$ cat src/rtl/access_controller.sv
// Access controller: edge-triggered request, one-cycle permission check, timed grant/deny
// indication, and an optional lockout after repeated denials (enabled by ACCESS_LOCKOUT_EN).
module access_controller #(
   parameter int HOLD_CYCLES = 8,
   parameter int MAX_FAILS   = 3,
   parameter int LOCK_CYCLES = 16
) (
   input  logic       clk,
   input  logic       reset,
   input  logic [2:0] user,
   input  logic [2:0] func,
   input  logic       request,
   input  logic       valid_bit,
   output logic [2:0] user_sel,
   output logic [2:0] func_sel,
   output logic       granted,
   output logic       denied,
   output logic       locked,
   output logic       busy,
   output logic [1:0] fail_count,
   output logic [2:0] state_dbg
);

   typedef enum logic [2:0] {
      S_IDLE  = 3'd0,
      S_CHECK = 3'd1,
      S_GRANT = 3'd2,
      S_DENY  = 3'd3
`ifdef ACCESS_LOCKOUT_EN
      , S_LOCKED = 3'd4
`endif
   } state_t;

   // Counter is loaded with N-1 on entry so a state lasts exactly N cycles.
   localparam logic [7:0] HOLD_LOAD = 8'(HOLD_CYCLES - 1);
`ifdef ACCESS_LOCKOUT_EN
   localparam logic [7:0] LOCK_LOAD = 8'(LOCK_CYCLES - 1);
   localparam logic [1:0] FAIL_SAT  = 2'(MAX_FAILS);
`else
   localparam logic [1:0] FAIL_SAT  = 2'd3;
`endif

   state_t     state;
   logic [7:0] cnt;
   logic       req_q;
   logic       req_armed;
   logic       req_edge;
   logic [1:0] fail_inc;

   // req_armed blocks a request held high across reset release until it has been seen low.
   assign req_edge  = request & ~req_q & req_armed;
   assign fail_inc  = (fail_count == FAIL_SAT) ? fail_count : fail_count + 2'd1;
   assign state_dbg = state;

`ifndef ACCESS_LOCKOUT_EN
   assign locked = 1'b0;
`endif

   always_ff @(posedge clk) begin
      if (reset) begin
         state      <= S_IDLE;
         cnt        <= 8'd0;
         req_q      <= 1'b0;
         req_armed  <= 1'b0;
         user_sel   <= 3'd0;
         func_sel   <= 3'd0;
         fail_count <= 2'd0;
         granted    <= 1'b0;
         denied     <= 1'b0;
         busy       <= 1'b0;
`ifdef ACCESS_LOCKOUT_EN
         locked     <= 1'b0;
`endif
      end else begin
         req_q     <= request;
         req_armed <= req_armed | ~request;
         case (state)
            S_IDLE: begin
               if (req_edge) begin
                  user_sel <= user;
                  func_sel <= func;
                  busy     <= 1'b1;
                  state    <= S_CHECK;
               end
            end
            S_CHECK: begin
               cnt <= HOLD_LOAD;
               if (valid_bit) begin
                  granted    <= 1'b1;
                  fail_count <= 2'd0;
                  state      <= S_GRANT;
               end else begin
                  denied     <= 1'b1;
                  fail_count <= fail_inc;
                  state      <= S_DENY;
               end
            end
            S_GRANT: begin
               if (cnt == 8'd0) begin
                  granted <= 1'b0;
                  busy    <= 1'b0;
                  state   <= S_IDLE;
               end else begin
                  cnt <= cnt - 8'd1;
               end
            end
            S_DENY: begin
               if (cnt == 8'd0) begin
                  denied <= 1'b0;
`ifdef ACCESS_LOCKOUT_EN
                  if (fail_count == FAIL_SAT) begin
                     locked <= 1'b1;
                     cnt    <= LOCK_LOAD;
                     state  <= S_LOCKED;
                  end else begin
                     busy  <= 1'b0;
                     state <= S_IDLE;
                  end
`else
                  busy  <= 1'b0;
                  state <= S_IDLE;
`endif
               end else begin
                  cnt <= cnt - 8'd1;
               end
            end
`ifdef ACCESS_LOCKOUT_EN
            S_LOCKED: begin
               if (cnt == 8'd0) begin
                  locked     <= 1'b0;
                  busy       <= 1'b0;
                  fail_count <= 2'd0;
                  state      <= S_IDLE;
               end else begin
                  cnt <= cnt - 8'd1;
               end
            end
`endif
            default: begin
               granted <= 1'b0;
               denied  <= 1'b0;
               busy    <= 1'b0;
`ifdef ACCESS_LOCKOUT_EN
               locked  <= 1'b0;
`endif
               state   <= S_IDLE;
            end
         endcase
      end
   end

endmodule

$ cat config.mk
export PLATFORM = sky130hd
export DESIGN_NAME = access_controller
export DESIGN_NICKNAME = d
export VERILOG_FILES = /design/src/rtl/access_controller.sv
export SDC_FILE = /design/constraint.sdc
export NUM_CORES = 1
export LEC_CHECK = 0
export ABC_AREA = 1
export CORE_MARGIN = 1.5
export CORE_UTILIZATION = 50
export CTS_BUF_LIST = sky130_fd_sc_hd__clkbuf_16
export CTS_CLUSTER_DIAMETER = 40
export DETAILED_ROUTE_END_ITERATION = 8
export GPL_TIMING_DRIVEN = 1
export PLACE_DENSITY = 0.75
export RECOVER_POWER = 25
export SKIP_CTS_REPAIR_TIMING = 1
export SYNTH_ARGS = -nofsm -noshare
export SYNTH_HDL_FRONTEND = slang
export SYNTH_SLANG_ARGS = --single-unit
$ cat constraint.sdc
create_clock -name clk -period 1.9 [get_ports clk]
set_input_delay 0.38 -clock clk [delete_from_list [all_inputs] [get_ports clk]]
set_output_delay 0.38 -clock clk [all_outputs]
set_load 0.02 [all_outputs]
==> results of run 1 <==
## cells by family after synthesis
logic type | after synthesis
AO/OA/AOI/OAI | 27
XOR/XNOR | 1
adder cells (fa/ha/maj) | 7
buffers and inverters | 26
flip-flops | 23
other | 1
AND/OR/NAND/NOR | 92
## where the power goes
group / leakage (nW) / switching [mW] / internal [mW]
clock network: 0.0409 / 0.176 / 0.283
logic: 0.451 / 0.795 / 0.479
registers: 0.188 / 0.0975 / 0.588
total: 0.680 / 1.07 / 1.35
## stage by stage
stage	std cells	hold WS (ns)	area (um^2)	setup WS, ns
6_report	229	0.464	1560	0.0917
5_1_grt	229	0.492	1560	0.0455
4_1_cts	229	0.464	1570	0.0860
3_5_place_dp	225	0.455	1490	0.139
3_3_place_gp	225	0.428	1490	0.186
2_1_floorplan	178	0.444	1250	0.346
## placed cells by master (no fill, tap or decap)
cell                              instances
sky130_fd_sc_hd__nand2_1                 38
sky130_fd_sc_hd__dfxtp_1                 23
sky130_fd_sc_hd__nor2_1                  22
sky130_fd_sc_hd__clkdlybuf4s50_1         21
sky130_fd_sc_hd__a21oi_1                 20
sky130_fd_sc_hd__nand3_1                 19
sky130_fd_sc_hd__inv_1                   17
sky130_fd_sc_hd__ha_1                     7
sky130_fd_sc_hd__o21ai_0                  5
sky130_fd_sc_hd__inv_2                    4
sky130_fd_sc_hd__nand2_4                  3
sky130_fd_sc_hd__clkbuf_16                3
sky130_fd_sc_hd__nand2_2                  2
sky130_fd_sc_hd__nor3_1                   2
sky130_fd_sc_hd__nor2_2                   2
sky130_fd_sc_hd__conb_1                   2
sky130_fd_sc_hd__o211ai_1                 1
sky130_fd_sc_hd__nand3b_1                 1
sky130_fd_sc_hd__nor3_4                   1
sky130_fd_sc_hd__nor2_4                   1
sky130_fd_sc_hd__a21oi_2                  1
sky130_fd_sc_hd__xor2_1                   1
sky130_fd_sc_hd__or2_2                    1
sky130_fd_sc_hd__clkinv_2                 1
sky130_fd_sc_hd__dlygate4sd3_1            1
sky130_fd_sc_hd__buf_4                    1
sky130_fd_sc_hd__clkbuf_1                 1
## state kept, by name, summed over array words and instances, names as in the netlist
signal / flops
busy: 1
cnt: 8
denied: 1
fail_count: 2
func_sel: 3
granted: 1
req_armed: 1
req_q: 1
state_dbg: 2
user_sel: 3
## worst min-delay path, cell delays in order, from the launching register on
cell and delay, ns:
sky130_fd_sc_hd__dfxtp_1 0.31, sky130_fd_sc_hd__nand2_1 0.06, sky130_fd_sc_hd__a21oi_1 0.05
## worst max path at each step
stage                                          end                 startpoint  cells past startpoint
final                                 state_dbg[1]  state_dbg[1]$_SDFFE_PP0P_                      1
after global placement           busy$_SDFFE_PP0P_                    request                      8
after detailed placement  func_sel[0]$_SDFFE_PP0P_                    request                      6
after global routing                  state_dbg[1]  state_dbg[1]$_SDFFE_PP0P_                      1
after floorplan                  busy$_SDFFE_PP0P_  state_dbg[0]$_SDFFE_PP0P_                      8
after CTS                             state_dbg[1]  state_dbg[1]$_SDFFE_PP0P_                      1
## per-layer routing
layer | global-route usage | routed length [um] | vias up
met1 | 0.246 | 1210 | 550
met2 | 0.398 | 1440 | 20
met4 | 0.0684 | 29 | 0
met5 | 0 | 0 | -
met3 | 0.0424 | 74 | 4
li1 | - | - | 608
## final cells by class
cell class                      instances  area, um^2  share of cell area
Multi-Input combinational cell        129         676               0.433
Sequential cell                        23         460               0.295
Timing Repair Buffer                   24         231               0.148
Inverter                               21        78.8              0.0505
Clock buffer                            3        75.1              0.0481
Tap cell                               28        35.0              0.0224
Clock inverter                          1        5.00             0.00321
==> key figures, run 1 <==
Detailed routing
  – First-pass iteration count of the detailed router: 4
  – Per-cell routed wire length: 12.0 um
  – Detailed-route DRC error count: 0
  – Total wire length: 2.76 mm
  – Number of DRC markers in iteration 0: 43
  – Vias per cell: 5.16
  – Detailed-route via count: 1182
  – Routed Antenna Nets: 0

Setup path
  – Category of cells accounting for the largest share of critical-path delay: buffers and inverters
  – CP max stage cell: sky130_fd_sc_hd__clkdlybuf4s50_1
  – CP startpoint kind: flop
  – Worst endpoint required time: 1.52 ns
  – Reg-to-reg setup timing slack: 0.26 ns
  – Max Fanout on Critical Path: 7
  – Arrival time at the worst endpoint: 1.43 ns
  – Reg-to-Reg Start: state_dbg[1]$_SDFFE_PP0P_
  – Count of buffer and inverter cells on the critical path: 1
  – Critical Path Sink Type: output pin
  – Slowest cell delay on critical path: 0.67 ns
  – Worst Path Class, Setup: flop to output pin
  – Length in cells of the worst reg-to-reg path: 7
  – Terminus of the critical flop-to-flop path: state_dbg[0]$_SDFFE_PP0P_
  – Cells along the critical path: clkdlybuf4s50_1

Clock tree
  – Library cell used as clock root buffer: sky130_fd_sc_hd__clkbuf_16
  – CTS tree: done
  – Number of levels in the clock H-tree: 1
  – Number of buffers created by CTS: 3
  – Number of clock sinks: 23
  – Maximum buffer depth of the clock tree: 2
  – Clock slew at reported path FFs: 0.06 ns
  – Clock insertion delay at the later pin of the skew report: 0.26 ns

Die
  – I/O pin count: 25
  – Count of standard-cell rows: 17
  – Starting utilization of the core area: 0.546
  – Full die area: 0.00280 mm^2
  – Core outline area: 0.00228 mm^2
  – Die Wd: 52.9 um
  – Chip height: 52.9 um

Worst hold path
  – Worst Hold Class: flop to flop
  – Number of instances on the worst hold path: 2
  – Worst hold start: user_sel[2]$_SDFFE_PP0P_
  – Hold Crit Endpoint: user_sel[2]$_SDFFE_PP0P_

Timing
  – Minimum clock period: 1.81 ns
  – Number of setup violations in the final report: 0
  – Max Clock Skew: 0.00186 ns
  – Max-slew violations: 0
  – Transition time at the pin with the least slew margin: 0.741 ns
  – RSZ-0062 raised after global routing: no
  – Max-slew headroom at the worst pin: 0.506
  – Share of the clock period used by the worst path after layout: 0.952
  – TNS Setup: 0 ns
  – Highest achievable clock rate: 553 MHz
  – Hold Fails Final Rpt: 0

Yosys
  – Synth area leaders: sky130_fd_sc_hd__dfxtp_1 (37%), sky130_fd_sc_hd__nand2_1 (11%), sky130_fd_sc_hd__a21oi_1 (8.0%), sky130_fd_sc_hd__nand3_1 (7.6%), sky130_fd_sc_hd__ha_1 (7.0%)
  – Synth Area in XOR/XNOR: 0.00704
  – Synth Register Bits: 23
  – Number of warnings printed during yosys synthesis: 0
  – Proportion of synthesized area in mux cells: 0
  – Top cells by count, synth: sky130_fd_sc_hd__nand2_1 (38), sky130_fd_sc_hd__dfxtp_1 (23), sky130_fd_sc_hd__nor2_1 (21)
  – Main combinational cell family by area after synthesis: simple AND/OR/NAND/NOR gates
  – Share of the synthesized area in the top cell type: 0.370
  – Share of synthesized cell area in full adder, half adder and majority cells: 0.0704
  – Simple-gate share of the synthesized area: 0.348
  – Gate count of the mapped netlist: 177
  – Count of flip-flops with a built-in enable after synthesis: 0
  – Share of synthesized area occupied by flip-flops and latches: 0.370
  – Syn_area_per_cell: 7.03 um^2
  – Proportion of synthesized flip-flops having asynchronous set or reset: 0
  – Cell Area, Synth: 0.00124 mm^2
  – Top FF cell, synth: sky130_fd_sc_hd__dfxtp_1
  – Post-synthesis cell type with the largest combined area: sky130_fd_sc_hd__dfxtp_1
  – Complex-gate fraction of the synthesized area: 0.114
  – Count leader, synth: sky130_fd_sc_hd__nand2_1
  – Yosys cell types: 23

Flow run
  – Max-capacitance violation count: 0

Power
  – Total power of the final layout: 2.42 mW
  – Leakage dissipation: 0.680 nW
  – Max rail drop VDD: 1.05 mV
  – Power per cell area: 1550 mW/mm^2

Run status
  – Run status: completed

GRT
  – GRT Util Overall: 0.216
  – Number of antenna violations at the first check in global routing: 0
  – Wire length of the first global-routing pass: 4.44 mm
  – Via count of the first global-routing pass: 1099
  – Maximum number of pins on one net before global-route repair: 17
  – Gr ovfl total: 0

Cells and area
  – Number of nets in the final layout: 219
  – Final antenna diode count: 0
  – Fill cell instance count of the final layout: 212
  – Fraction of layout cells with a size suffix above 1: 0.0995
  – Area grow syn2layout: 25.6%
  – Post-route core utilization: 0.686

Placement
  – Gp weighted congestion: 0.784
  – Placed wire-length estimate: 2.02 mm
  – Count of input and output buffers: 22
Power figures use the tool's default switching activity.
==> inputs of run 2 (changes only) <==
--- a/config.mk
+++ b/config.mk
@@ -12,7 +12,7 @@
 export CTS_CLUSTER_DIAMETER = 40
 export DETAILED_ROUTE_END_ITERATION = 8
 export GPL_TIMING_DRIVEN = 1
-export PLACE_DENSITY = 0.75
+export PLACE_DENSITY_LB_ADDON = 0.08
 export RECOVER_POWER = 25
 export SKIP_CTS_REPAIR_TIMING = 1
 export SYNTH_ARGS = -nofsm -noshare
==> run 2 against run 1 <==
- sequential cell count stayed put
- via count is 3.4% lower
- total power is 2.8% lower
- worst setup slack better by 0.067 ns
- clock power hardly changed
- sequential share of layout area is 0.29 points higher
- non-clock buffer count stayed put
- critical path depth stayed put
- global-route usage is 0.64 points lower
- worst hold slack worse by 0.021 ns
- register-to-register slack better by 0.06 ns
- cell area is 0.96% lower
==> key figures, run 2 (synthesized netlist as in run 1, its figures left out) <==
GRT
  – GRT Util Overall: 0.209
  – Via count of the first global-routing pass: 978
  – Wire length of the first global-routing pass: 4.22 mm
  – Maximum number of pins on one net before global-route repair: 17
  – Gr ovfl total: 0
  – Number of antenna violations at the first check in global routing: 0

Cells and area
  – Fraction of layout cells with a size suffix above 1: 0.0896
  – Commonest cells after routing, fill and taps aside: sky130_fd_sc_hd__nand2_1 (40), sky130_fd_sc_hd__dfxtp_1 (23), sky130_fd_sc_hd__nor2_1 (22), sky130_fd_sc_hd__clkdlybuf4s50_1 (21), sky130_fd_sc_hd__a21oi_1 (20)
  – Number of flip-flops in the largest register: 8
  – Area grow syn2layout: 24.3%
  – Most common cell after layout, fill and taps aside: sky130_fd_sc_hd__nand2_1
  – Register with the most flip-flops: cnt
  – Largest registers in the final layout: cnt: 8 flops, func_sel: 3 flops, user_sel: 3 flops
  – Final antenna diode count: 0
  – Number of nets in the final layout: 219

Worst hold path
  – Worst Hold Class: flop to flop

Setup path
  – Arrival time at the worst endpoint: 1.36 ns
  – Category of cells accounting for the largest share of critical-path delay: buffers and inverters
  – Worst Path Class, Setup: flop to output pin
  – CP startpoint kind: flop
  – Cells along the critical path: clkdlybuf4s50_1
  – Max Fanout on Critical Path: 7
  – Critical Path Sink Type: output pin
  – Count of buffer and inverter cells on the critical path: 1
  – CP max stage cell: sky130_fd_sc_hd__clkdlybuf4s50_1
  – Worst endpoint required time: 1.52 ns
  – Slowest cell delay on critical path: 0.66 ns

Detailed routing
  – Routed Antenna Nets: 0
  – Total wire length: 2.57 mm
  – First-pass iteration count of the detailed router: 4
  – Per-cell routed wire length: 11.2 um
  – Vias per cell: 4.99
  – Number of DRC markers in iteration 0: 23
  – Detailed-route via count: 1142
  – Detailed-route DRC error count: 0

Placement
  – Count of input and output buffers: 22
  – Placed wire-length estimate: 1.91 mm
  – Gp weighted congestion: 0.807
  – Placement-stage worst setup slack: 0.112 ns

Timing
  – TNS Setup: 0 ns
  – Max-slew violations: 0
  – Highest achievable clock rate: 574 MHz
  – Max Clock Skew: 0.00326 ns
  – Worst Slack Setup Final: 0.159 ns
  – Share of the clock period used by the worst path after layout: 0.916
  – Minimum clock period: 1.74 ns
  – RSZ-0062 raised after global routing: no
  – Number of setup violations in the final report: 0
  – Transition time at the pin with the least slew margin: 0.743 ns
  – Post-route worst hold slack: 0.443 ns
  – Max-slew headroom at the worst pin: 0.504
  – Hold Fails Final Rpt: 0

Clock tree
  – CTS tree: done
  – Maximum buffer depth of the clock tree: 2
  – Number of levels in the clock H-tree: 1
  – Clock insertion delay at the later pin of the skew report: 0.26 ns
  – Number of buffers created by CTS: 3
  – Number of clock sinks: 23
  – Library cell used as clock root buffer: sky130_fd_sc_hd__clkbuf_16
  – Clock slew at reported path FFs: 0.06 ns

Die
  – Die Wd: 52.9 um
  – Count of standard-cell rows: 17
  – Starting utilization of the core area: 0.546
  – I/O pin count: 25
  – Chip height: 52.9 um
  – Full die area: 0.00280 mm^2
  – Core outline area: 0.00228 mm^2

Run status
  – Run status: completed

Power
  – Power per cell area: 1520 mW/mm^2
  – Max rail drop VDD: 0.917 mV
  – Leakage dissipation: 0.671 nW

Flow run
  – Max-capacitance violation count: 0
run 2: final timing paths:
path / to / from / cells after the start / slack [ns]
worst min register to register: granted$_SDFFE_PP0P_ / granted$_SDFFE_PP0P_ / 2 / 0.44
worst min-delay path: granted$_SDFFE_PP0P_ / granted$_SDFFE_PP0P_ / 2 / 0.44
worst max-delay path: state_dbg[1] / state_dbg[1]$_SDFFE_PP0P_ / 1 / 0.16
worst max register to register: state_dbg[0]$_SDFFE_PP0P_ / state_dbg[1]$_SDFFE_PP0P_ / 7 / 0.32
run 2: final cells by class:
type                    count  area, um^2
flip-flops and latches     23         460
multi-input cells         129         661
clock inverters             1        5.00
repair buffers             24         231
well taps                  28        35.0
inverters                  21        78.8
fillers                   195         729
clock buffers               3        75.1
run 2: layer usage:
| layer | wire [um] | track usage | vias to the layer above |
|---|---|---|---|
| met5 | 0 | 0 | - |
| met4 | 41 | 0.0897 | 0 |
| met3 | 101 | 0.0367 | 5 |
| met2 | 1200 | 0.342 | 28 |
| met1 | 1230 | 0.270 | 502 |
| li1 | - | - | 607 |
run 2: where the power goes:
group / switching [mW] / internal [mW] / leakage, nW / total (mW)
sequential: 0.0917 / 0.588 / 0.188 / 0.680
combinational: 0.750 / 0.463 / 0.442 / 1.21
clock: 0.174 / 0.283 / 0.0409 / 0.458
run 2: worst min-delay path: stages, from the launching register on:
cell                      delay (ns)
sky130_fd_sc_hd__dfxtp_1        0.31
sky130_fd_sc_hd__inv_1          0.04
sky130_fd_sc_hd__a21oi_1        0.05
run 2: through the flow:
stage	power, mW	util	std cells	instance area (um^2)
3_5_place_dp	1.95	0.654	225	1490
6_report	2.35	0.679	229	1550
5_1_grt	2.56	0.679	229	1550
2_1_floorplan	1.63	-	178	1250
3_3_place_gp	1.92	0.654	225	1490
4_1_cts	2.42	0.689	229	1570
==> inputs of run 3 (changes only) <==
--- a/config.mk
+++ b/config.mk
@@ -7,9 +7,8 @@
 export LEC_CHECK = 0
 export ABC_AREA = 1
 export CORE_MARGIN = 1.5
-export CORE_UTILIZATION = 50
+export CORE_UTILIZATION = 45
 export CTS_BUF_LIST = sky130_fd_sc_hd__clkbuf_16
-export CTS_CLUSTER_DIAMETER = 40
 export DETAILED_ROUTE_END_ITERATION = 8
 export GPL_TIMING_DRIVEN = 1
 export PLACE_DENSITY_LB_ADDON = 0.08
==> constraint.sdc (replaced) <==
create_clock -name clk -period 1.6 [get_ports clk]
set_input_delay 0.32 -clock clk [delete_from_list [all_inputs] [get_ports clk]]
set_output_delay 0.32 -clock clk [all_outputs]
set_load 0.02 [all_outputs]
==> run 3 against run 2 <==
- total power grew 22%
- clock power is 17% higher
- die area increased by 10%
- critical path type unchanged
- critical endpoint is now fail_count[1]
- largest power group unchanged
- highest routed layer unchanged
==> key figures, run 3 (synthesized netlist as in run 1, its figures left out) <==
Power
  – Leakage dissipation: 0.709 nW
  – Max rail drop VDD: 1.04 mV
  – Power per cell area: 1820 mW/mm^2
  – Clock Power Share: 0.188
  – Switching share of total power: 0.436
  – Switching component of the power: 1.25 mW
  – Total power of the final layout: 2.87 mW
  – Cell Int Power: 1.62 mW
  – Flop pwr share: 0.281
  – Gate power share: 0.531

GRT
  – Via count of the first global-routing pass: 1122
  – Number of antenna violations at the first check in global routing: 0
  – GRT Util Overall: 0.178
  – Wire length of the first global-routing pass: 4.54 mm
  – Gr ovfl total: 0
  – Maximum number of pins on one net before global-route repair: 17

Cells and area
  – Post-route core utilization: 0.620
  – Number of flip-flops in the largest register: 8
  – Number of nets in the final layout: 222
  – Fraction of layout cells with a size suffix above 1: 0.127
  – Area grow syn2layout: 26.9%
  – Final antenna diode count: 0
  – Register with the most flip-flops: cnt
  – Largest registers in the final layout: cnt: 8 flops, func_sel: 3 flops, user_sel: 3 flops
  – Most common cell after layout, fill and taps aside: sky130_fd_sc_hd__nand2_1
  – Commonest cells after routing, fill and taps aside: sky130_fd_sc_hd__nand2_1 (38), sky130_fd_sc_hd__dfxtp_1 (22), sky130_fd_sc_hd__nor2_1 (21), sky130_fd_sc_hd__a21oi_1 (20), sky130_fd_sc_hd__nand3_1 (19)

Timing
  – Share of the clock period used by the worst path after layout: 0.965
  – Max Clock Skew: 0.00551 ns
  – RSZ-0062 raised after global routing: no
  – Max-slew violations: 0
  – Highest achievable clock rate: 648 MHz
  – Hold Fails Final Rpt: 0
  – Number of setup violations in the final report: 0
  – Minimum clock period: 1.54 ns
  – Post-route worst hold slack: 0.443 ns
  – TNS Setup: 0 ns

Detailed routing
  – First-pass iteration count of the detailed router: 5
  – Detailed-route DRC error count: 0
  – Routed Antenna Nets: 0
  – Detail Route met2 WL: 1.27 mm
  – Detailed-route via count: 1195
  – Vias per cell: 5.11
  – Number of DRC markers in iteration 0: 32
  – Uppermost layer routed: met4
  – Sum of routed wire segments on met1: 1.23 mm
  – Total wire length: 2.63 mm
  – Per-cell routed wire length: 11.3 um
  – Routed length on met3: 92 um

Setup path
  – Worst Path Class, Setup: flop to output pin
  – Length in cells of the worst reg-to-reg path: 7
  – Max Fanout on Critical Path: 3
  – Reg-to-Reg Start: state_dbg[1]$_SDFFE_PP0P_
  – Count of buffer and inverter cells on the critical path: 1
  – Startpoint of the worst setup timing path: fail_count[1]$_SDFFE_PP0P_
  – Count of cell instances traversed by the critical path: 1
  – Worst endpoint required time: 1.28 ns
  – Category of cells accounting for the largest share of critical-path delay: buffers and inverters
  – Capture point of the worst path: fail_count[1]
  – Critical Path Sink Type: output pin
  – Cells along the critical path: clkdlybuf4s50_1
  – Terminus of the critical flop-to-flop path: state_dbg[0]$_SDFFE_PP0P_
  – CP max stage cell: sky130_fd_sc_hd__clkdlybuf4s50_1
  – Arrival time at the worst endpoint: 1.22 ns
  – Reg-to-reg setup timing slack: 0.15 ns
  – CP startpoint kind: flop
  – Slowest cell delay on critical path: 0.62 ns

Die
  – Full die area: 0.00309 mm^2
  – Starting utilization of the core area: 0.489
  – I/O pin count: 25
  – Count of standard-cell rows: 18
  – Core outline area: 0.00254 mm^2
  – Die Wd: 55.6 um
  – Chip height: 55.6 um

Placement
  – Placed wire-length estimate: 2.00 mm
  – Count of input and output buffers: 22
  – Gp weighted congestion: 0.858

Clock tree
  – Number of buffers created by CTS: 3
  – Maximum buffer depth of the clock tree: 2
  – Number of clock sinks: 23
  – Library cell used as clock root buffer: sky130_fd_sc_hd__clkbuf_16
  – CTS tree: done
  – Number of levels in the clock H-tree: 1
  – Clock insertion delay at the later pin of the skew report: 0.25 ns
  – Clock slew at reported path FFs: 0.06 ns

Flow run
  – Max-capacitance violation count: 0

Worst hold path
  – Worst Hold Class: flop to flop

Run status
  – Run status: completed
run 3: how the worst min path moves through the flow:
stage,start,endpoint,slack [ns],cells past startpoint
final,granted$_SDFFE_PP0P_,granted$_SDFFE_PP0P_,0.44,2
after global routing,user_sel[0]$_SDFFE_PP0P_,user_sel[0]$_SDFFE_PP0P_,0.48,2
after CTS,granted$_SDFFE_PP0P_,granted$_SDFFE_PP0P_,0.45,2
after detailed placement,granted$_SDFFE_PP0P_,granted$_SDFFE_PP0P_,0.44,2
after global placement,granted$_SDFFE_PP0P_,granted$_SDFFE_PP0P_,0.43,2
after floorplan,request,req_armed$_SDFF_PP0_,0.42,1
run 3: area by class of cell:
class	instances	area (um^2)
well taps	30	37.5
clock inverters	1	5.00
inverters	21	78.8
fillers	234	967
clock buffers	3	75.1
flip-flops and latches	23	462
multi-input cells	129	672
repair buffers	27	248
run 3: power by group through the flow:
stage	Clock, mW	Sequential [mW]	Combinational (mW)
4_1_cts	0.552	0.806	1.55
6_report	0.537	0.806	1.52
5_1_grt	0.578	0.826	1.72
3_5_place_dp	0	0.816	1.54
2_1_floorplan	0	0.884	1.06
3_3_place_gp	0	0.812	1.52
run 3: through the flow:
| stage | cells | area, um^2 | setup slack [ns] |
|---|---|---|---|
| CTS | 234 | 1590 | -0.0798 |
| global placement | 230 | 1510 | 0.0283 |
| floorplan | 178 | 1250 | 0.0458 |
| finish | 234 | 1580 | 0.0560 |
| global route | 234 | 1580 | 0.00500 |
| detailed placement | 230 | 1510 | -0.0294 |
run 3: routing by layer:
metal	GRT usage	vias up
met2	0.301	30
met5	0	-
li1	-	614
met1	0.222	545
met4	0.0871	0
met3	0.0209	6
